`src/rtl/sdram_arb_pkg.sv`:
```
// Shared types and address helpers for the SDRAM frame-buffer arbiter.
// Region layout: each channel owns NUM_BUF consecutive frame regions of PAGES_PER_FRAME pages.
package sdram_arb_pkg;

  typedef enum logic [1:0] {IDLE, CMD, WAIT} arb_state_t;

  function automatic int region_base(int c, int b, int num_buf, int pages);
    return (c * num_buf + b) * pages;
  endfunction

  // Lowest buffer index that is neither the one just written nor the one the reader holds.
  function automatic logic [1:0] next_wbuf(logic [1:0] old_buf, logic lock_en, logic [1:0] lock_buf);
    logic [1:0] pick;
    pick = 2'd0;
    for (int b = 2; b >= 0; b--) begin
      if (2'(b) != old_buf && !(lock_en && 2'(b) == lock_buf))
        pick = 2'(b);
    end
    return pick;
  endfunction

endpackage

```
`src/rtl/rr_arbiter.sv`:
```
// Round-robin arbiter: search starts at the channel after the last accepted grant.
// The pointer only moves when the grant is actually accepted.
module rr_arbiter #(
  parameter int N  = 2,
  parameter int IW = (N > 1) ? $clog2(N) : 1
) (
  input  logic          clk,
  input  logic          rst_n,
  input  logic [N-1:0]  req,
  input  logic          accept,
  output logic [IW-1:0] grant,
  output logic          any_req
);

  logic [IW-1:0] ptr_reg;
  logic [IW-1:0] idx;

  // Walk from farthest to nearest so the requester closest to the pointer wins.
  always_comb begin
    grant   = '0;
    any_req = 1'b0;
    idx     = '0;
    for (int i = N - 1; i >= 0; i--) begin
      idx = IW'((int'(ptr_reg) + i) % N);
      if (req[idx]) begin
        grant   = idx;
        any_req = 1'b1;
      end
    end
  end

  always_ff @(posedge clk or negedge rst_n) begin
    if (!rst_n)
      ptr_reg <= '0;
    else if (accept)
      ptr_reg <= (grant == IW'(N - 1)) ? '0 : grant + 1'b1;
  end

endmodule

```
`src/rtl/sdram_frame_arbiter.sv`:
```
// Schedules full-page burst writes from producer FIFOs and burst reads for the display FIFO,
// with optional triple buffering so the reader never sees a frame that is being written.
module sdram_frame_arbiter
  import sdram_arb_pkg::*;
#(
  parameter int NUM_WR          = 2,
  parameter int BURST_LEN       = 512,
  parameter int PAGES_PER_FRAME = 600,
  parameter int NUM_BUF         = 3,
  parameter int LEVEL_W         = 10,
  parameter int ADDR_W          = 15,
  parameter int RD_LOW_WATER    = 250,
  parameter int CW              = (NUM_WR > 1) ? $clog2(NUM_WR) : 1
) (
  input  logic                      clk,
  input  logic                      rst_n,
  input  logic [NUM_WR*LEVEL_W-1:0] wr_level,
  input  logic [NUM_WR*16-1:0]      wr_data,
  output logic [NUM_WR-1:0]         wr_pop,
  input  logic [LEVEL_W-1:0]        rd_level,
  input  logic [CW-1:0]             rd_sel,
  output logic [NUM_WR-1:0]         frame_done,
  output logic                      ctl_rw,
  output logic                      ctl_rw_en,
  output logic [ADDR_W-1:0]         ctl_addr,
  output logic [15:0]               ctl_wdata,
  input  logic                      ctl_f2s_valid,
  input  logic                      ctl_ready
);

  localparam int PW = (PAGES_PER_FRAME > 1) ? $clog2(PAGES_PER_FRAME) : 1;
  localparam logic [PW-1:0] LAST_PAGE = PW'(PAGES_PER_FRAME - 1);

  if (NUM_WR * NUM_BUF * PAGES_PER_FRAME > 2 ** ADDR_W) begin : g_bad_size
    $error("sdram_frame_arbiter: frame regions exceed the page address space");
  end
  if (NUM_BUF != 1 && NUM_BUF != 3) begin : g_bad_buf
    $error("sdram_frame_arbiter: NUM_BUF must be 1 or 3");
  end

  arb_state_t          state_reg, state_next;
  logic [CW-1:0]       grant_reg;
  logic                op_rd_reg;
  logic [ADDR_W-1:0]   addr_reg;
  logic                seen_low_reg;
  logic [PW-1:0]       rpage_reg;
  logic [CW-1:0]       rch_reg;
  logic [1:0]          rbuf_reg;
  logic [PW-1:0]       wpage_reg [NUM_WR];
  logic [1:0]          wbuf_reg  [NUM_WR];
  logic [1:0]          last_reg  [NUM_WR];
  logic [NUM_WR-1:0]   frame_done_reg;
  logic [15:0]         wr_word   [NUM_WR];

  logic                rd_req, wr_any, issue, issue_wr, burst_done;
  logic [NUM_WR-1:0]   wr_req;
  logic [CW-1:0]       arb_grant, rd_ch;
  logic [1:0]          rd_buf;
  logic [ADDR_W-1:0]   issue_addr;

  assign rd_req     = rd_level < LEVEL_W'(RD_LOW_WATER);
  assign issue      = (state_reg == IDLE) && ctl_ready && (rd_req || wr_any);
  assign issue_wr   = issue && !rd_req;
  assign burst_done = (state_reg == WAIT) && ctl_ready && seen_low_reg;

  rr_arbiter #(.N(NUM_WR), .IW(CW)) u_rr (
    .clk     (clk),
    .rst_n   (rst_n),
    .req     (wr_req),
    .accept  (issue_wr),
    .grant   (arb_grant),
    .any_req (wr_any)
  );

  // The display channel/buffer is only re-chosen at page 0 of a read frame.
  always_comb begin
    rd_ch  = (rpage_reg == '0) ? rd_sel : rch_reg;
    rd_buf = (rpage_reg == '0) ? last_reg[rd_sel] : rbuf_reg;
    if (rd_req)
      issue_addr = ADDR_W'(region_base(int'(rd_ch), int'(rd_buf), NUM_BUF, PAGES_PER_FRAME)
                           + int'(rpage_reg));
    else
      issue_addr = ADDR_W'(region_base(int'(arb_grant), int'(wbuf_reg[arb_grant]), NUM_BUF,
                                       PAGES_PER_FRAME) + int'(wpage_reg[arb_grant]));
  end

  always_comb begin
    state_next = state_reg;
    ctl_rw_en  = 1'b0;
    case (state_reg)
      IDLE: if (issue) state_next = CMD;
      CMD: begin
        ctl_rw_en  = 1'b1;
        state_next = WAIT;
      end
      WAIT: if (burst_done) state_next = IDLE;
      default: state_next = IDLE;
    endcase
  end

  always_ff @(posedge clk or negedge rst_n) begin
    if (!rst_n) begin
      state_reg    <= IDLE;
      grant_reg    <= '0;
      op_rd_reg    <= 1'b0;
      addr_reg     <= '0;
      seen_low_reg <= 1'b0;
      rpage_reg    <= '0;
      rch_reg      <= '0;
      rbuf_reg     <= '0;
    end else begin
      state_reg <= state_next;
      if (issue) begin
        grant_reg    <= arb_grant;
        op_rd_reg    <= rd_req;
        addr_reg     <= issue_addr;
        seen_low_reg <= 1'b0;
        if (rd_req && rpage_reg == '0) begin
          rch_reg  <= rd_sel;
          rbuf_reg <= last_reg[rd_sel];
        end
      end
      if (state_reg == WAIT && !ctl_ready)
        seen_low_reg <= 1'b1;
      if (burst_done && op_rd_reg)
        rpage_reg <= (rpage_reg == LAST_PAGE) ? '0 : rpage_reg + 1'b1;
    end
  end

  for (genvar gi = 0; gi < NUM_WR; gi++) begin : g_ch
    logic ch_done, page_wrap;

    assign wr_word[gi] = wr_data[gi*16 +: 16];
    assign wr_req[gi]  = 32'(wr_level[gi*LEVEL_W +: LEVEL_W]) >= BURST_LEN;
    assign wr_pop[gi]  = ctl_f2s_valid && !op_rd_reg && (state_reg != IDLE)
                         && (grant_reg == CW'(gi));
    assign ch_done     = burst_done && !op_rd_reg && (grant_reg == CW'(gi));
    assign page_wrap   = wpage_reg[gi] == LAST_PAGE;

    always_ff @(posedge clk or negedge rst_n) begin
      if (!rst_n) begin
        wpage_reg[gi]      <= '0;
        wbuf_reg[gi]       <= '0;
        last_reg[gi]       <= '0;
        frame_done_reg[gi] <= 1'b0;
      end else begin
        frame_done_reg[gi] <= ch_done && page_wrap;
        if (ch_done) begin
          if (page_wrap) begin
            wpage_reg[gi] <= '0;
            last_reg[gi]  <= wbuf_reg[gi];
            wbuf_reg[gi]  <= (NUM_BUF == 3)
                             ? next_wbuf(wbuf_reg[gi], rch_reg == CW'(gi), rbuf_reg) : 2'd0;
          end else begin
            wpage_reg[gi] <= wpage_reg[gi] + 1'b1;
          end
        end
      end
    end
  end

  assign ctl_rw     = op_rd_reg;
  assign ctl_addr   = addr_reg;
  assign ctl_wdata  = wr_word[grant_reg];
  assign frame_done = frame_done_reg;

endmodule

```
`config.mk`:
```
export PLATFORM = sky130hd
export DESIGN_NAME = sdram_frame_arbiter
export DESIGN_NICKNAME = d
export VERILOG_FILES = /design/src/rtl/sdram_arb_pkg.sv /design/src/rtl/rr_arbiter.sv /design/src/rtl/sdram_frame_arbiter.sv
export SDC_FILE = /design/constraint.sdc
export NUM_CORES = 1
export LEC_CHECK = 0
export ABC_AREA = 1
export CAP_MARGIN = 30
export CORE_MARGIN = 8
export CORE_UTILIZATION = 25
export CTS_BUF_LIST = sky130_fd_sc_hd__clkbuf_4
export DETAILED_ROUTE_END_ITERATION = 16
export HOLD_SLACK_MARGIN = 0.05
export PLACE_DENSITY = 0.56
export SLEW_MARGIN = 20
export SYNTH_ARGS = -nofsm -noshare
export SYNTH_HDL_FRONTEND = slang
export SYNTH_SLANG_ARGS = --single-unit
export TNS_END_PERCENT = 20
```
`constraint.sdc`:
```
create_clock -name clk -period 4.7 [get_ports clk]
set_input_delay 0.705 -clock clk [delete_from_list [all_inputs] [get_ports clk]]
set_output_delay 0.705 -clock clk [all_outputs]
set_load 0.02 [all_outputs]
```
==> reports/results.txt <==
Status: complete, no violations
R2r endpoint: ctl_addr[10]
Startpoint Class: input port
Worst EP arrival: 4.60 ns
H-tree levels: 3
Final setup fails: 0
Largest stage delay, worst path: 0.49 ns
Clk_lat worst skew: 0.43 ns
Vias in the first global route: 3989
Required time of the critical path: 5.06 ns
Maximum VDD drop: 121 uV
Core Box Area: 18100 um2
Delay-heaviest family, CP: adder cells
Setup bufs post-CTS: 0
First-pass GRT wire length: 20.7 mm
Achievable Freq: 236 MHz
Core Rows: 49
Tcrit/Tclk final: 90.2%
Drt total wl: 12.5 mm
CP Class: in2reg
# nets final: 822
Fin. max-slew vios: 0
Commonest non-fill, non-tap cell in the layout: nand2_1
DR vias: 4176
Slowest cell on crit path: fa_1
Initial antenna violation count: 1
Die H: 152 um
Post-cts resize count: 0
Max reg flops: 20
Final Hold Fails: 0
Crit path time final: 4.24 ns
Share of cells above drive strength 1: 9.93%
Critical Path End Type: flip-flop
RSZ-0062 raised after global routing: false
FF-to-FF Start: rpage_reg[1]
Total die area: 23100 um2
Syn Std Cell Area: 4630 um2
Drt pass-1 iters: 5
Post-synthesis net count: 724
Pwr Density: 429 nW/um2
Wire length per cell: 13.1 um
Final instance area: 5900 um2
Total track usage: 11.1%
Starting density of the core: 25.6%
Die Span X: 152 um
Worst Clk Skew: 0.0155 ns
Yosys reg bits: 63
GP Congestion: 0.776
Hold slack final: 0.255 ns
Area after DPL: 5770 um2
Setup WS post-layout: 0.461 ns
Sequential-to-total area share from yosys stat: 34.1%
Critical path, cell by cell: clkdlybuf4s50_1, o21ai_0, nand3_1, nand2_1, ha_1, inv_1, fa_1, inv_1, ha_1, ha_1, ha_1, nand3_1, nand2_1, nand2_1, inv_1, o21a_1, nor2_1, o21ai_0, inv_1, a21oi_1, o21ai_1, a21oi_1
CTS Buf Count: 9
Remaining DRCs: 0
Worst reg-to-reg path cell count: 25
Maximum root-to-sink buffer count: 2
Layout area overhead: 27.6%
Routed Antenna Nets: 0
Post-Syn Instances: 622
Measured slew at the worst slew-check pin: 0.844 ns
Synth unique cells: 46
Rel. slew slack: 43.5%
Grt ovf: 0
Static Leak: 2.86 nW
Count of warnings emitted by yosys: 0
Worst Setup SP: rd_sel
Largest net degree at the start of global routing: 38
Average cell area after synthesis: 7.44 um2
Fin util: 32.6%
Vias per inst: 4.37
CTS tree: done
Max cap viols: 0
Commonest non-fill, non-tap cells in the layout: nand2_1 (158), clkdlybuf4s50_1 (82), inv_1 (81)
Crit path to: ctl_addr[10]
Clock slew seen by the registers of the worst setup and hold paths: 0.10 ns
Place WS: -0.0148 ns
Fill cells: 1936
Crit path max fanout: 5
Starting DRT DRC Count: 210
Hold WC Path Type: in2async
Buf/Inv on CP: 5
Clock Sink Count: 63
Root buffer selected by CTS: clkbuf_4
# hold bufs at CTS: 0
Critical path depth in cells: 22
I/O Buffers: 83
Detail Placement HPWL: 10.1 mm
FF-to-FF setup slack: 0.49 ns
I/O pins: 104
==> synthesized netlist by cell type (all sizes together) <==
cell type / number / share of area, %
a21boi: 1 / 0.41
a21o: 1 / 0.16
a21oi: 28 / 3.3
a31oi: 7 / 0.95
and3: 1 / 0.14
buf: 5 / 0.65
clkbuf: 6 / 0.92
clkinv: 3 / 0.27
conb: 1 / 0.081
dfrtp: 63 / 34
fa: 3 / 1.3
ha: 32 / 8.7
inv: 86 / 7.0
nand2: 176 / 16
nand3: 32 / 3.9
nand3b: 2 / 0.32
nand4: 10 / 1.4
nor2: 55 / 5.1
nor3: 13 / 2.1
nor3b: 4 / 0.65
nor4: 5 / 0.68
o2111ai: 2 / 0.38
o211ai: 3 / 0.49
o21a: 5 / 0.81
o21ai: 47 / 5.2
o21bai: 1 / 0.16
o22ai: 7 / 0.95
o31ai: 1 / 0.16
or2: 1 / 0.14
xnor2: 7 / 1.3
xor2: 14 / 2.7
==> worst min path at each step <==
| stage | from | endpoint | slack [ns] | cells past startpoint |
|---|---|---|---|---|
| 2_1_floorplan | rst_n | ctl_addr[0] | 0.41 | 0 |
| 3_3_place_gp | ctl_addr[11] | ctl_addr[11] | 0.47 | 2 |
| 3_5_place_dp | ctl_addr[11] | ctl_addr[11] | 0.48 | 2 |
| 5_1_grt | rst_n | frame_done[0] | 0.25 | 1 |
| 4_1_cts | rst_n | frame_done[0] | 0.38 | 1 |
| 6_report | rst_n | frame_done[0] | 0.25 | 1 |
==> power breakdown <==
part           switching, mW  total, mW  leakage, nW  internal (mW)
logic                  0.782       1.36         2.09          0.579
clock network          0.202      0.310       0.0648          0.107
registers              0.165      0.861        0.705          0.696
total                   1.15       2.53         2.86           1.38
==> metrics by stage <==
step / cells / total power, mW / setup TNS [ns]
after detailed placement: 937 / 2.25 / -0.0148
final: 955 / 2.53 / 0
after CTS: 953 / 2.57 / 0
after global placement: 937 / 2.24 / 0
after floorplan: 622 / 1.72 / 0
after global routing: 955 / 2.77 / 0
==> routing by layer <==
metal	up-vias	routed length [um]	GRT usage, %
li1	2227	-	-
met1	1882	5930	13.9
met2	59	6010	18.6
met3	8	426	2.67
met4	0	128	3.43
met5	-	0	0
==> cells by family (layout without fill, tap and decap cells) <==
family,count (synthesis),after routing,share of synthesized area [%]
other cells,1,2,0.0810
simple gates,299,299,30.2
xor+xnor,21,21,3.98
buf+inv,100,203,8.82
compound gates,103,103,12.9
fa+ha+maj,35,35,9.95
flops,63,63,34.1
==> area by class of cell <==
cell class                      instances  area, um2  area share [%]
Timing Repair Buffer                   98        958            16.2
Inverter                               89        335            5.68
Clock buffer                           10       75.1            1.27
Multi-Input combinational cell        459       2640            44.8
Tap cell                              229        287            4.85
Antenna cell                            1       2.50          0.0424
Clock inverter                          6       27.5           0.466
Sequential cell                        63       1580            26.7
Note: power is estimated with default switching activity, not from simulation.
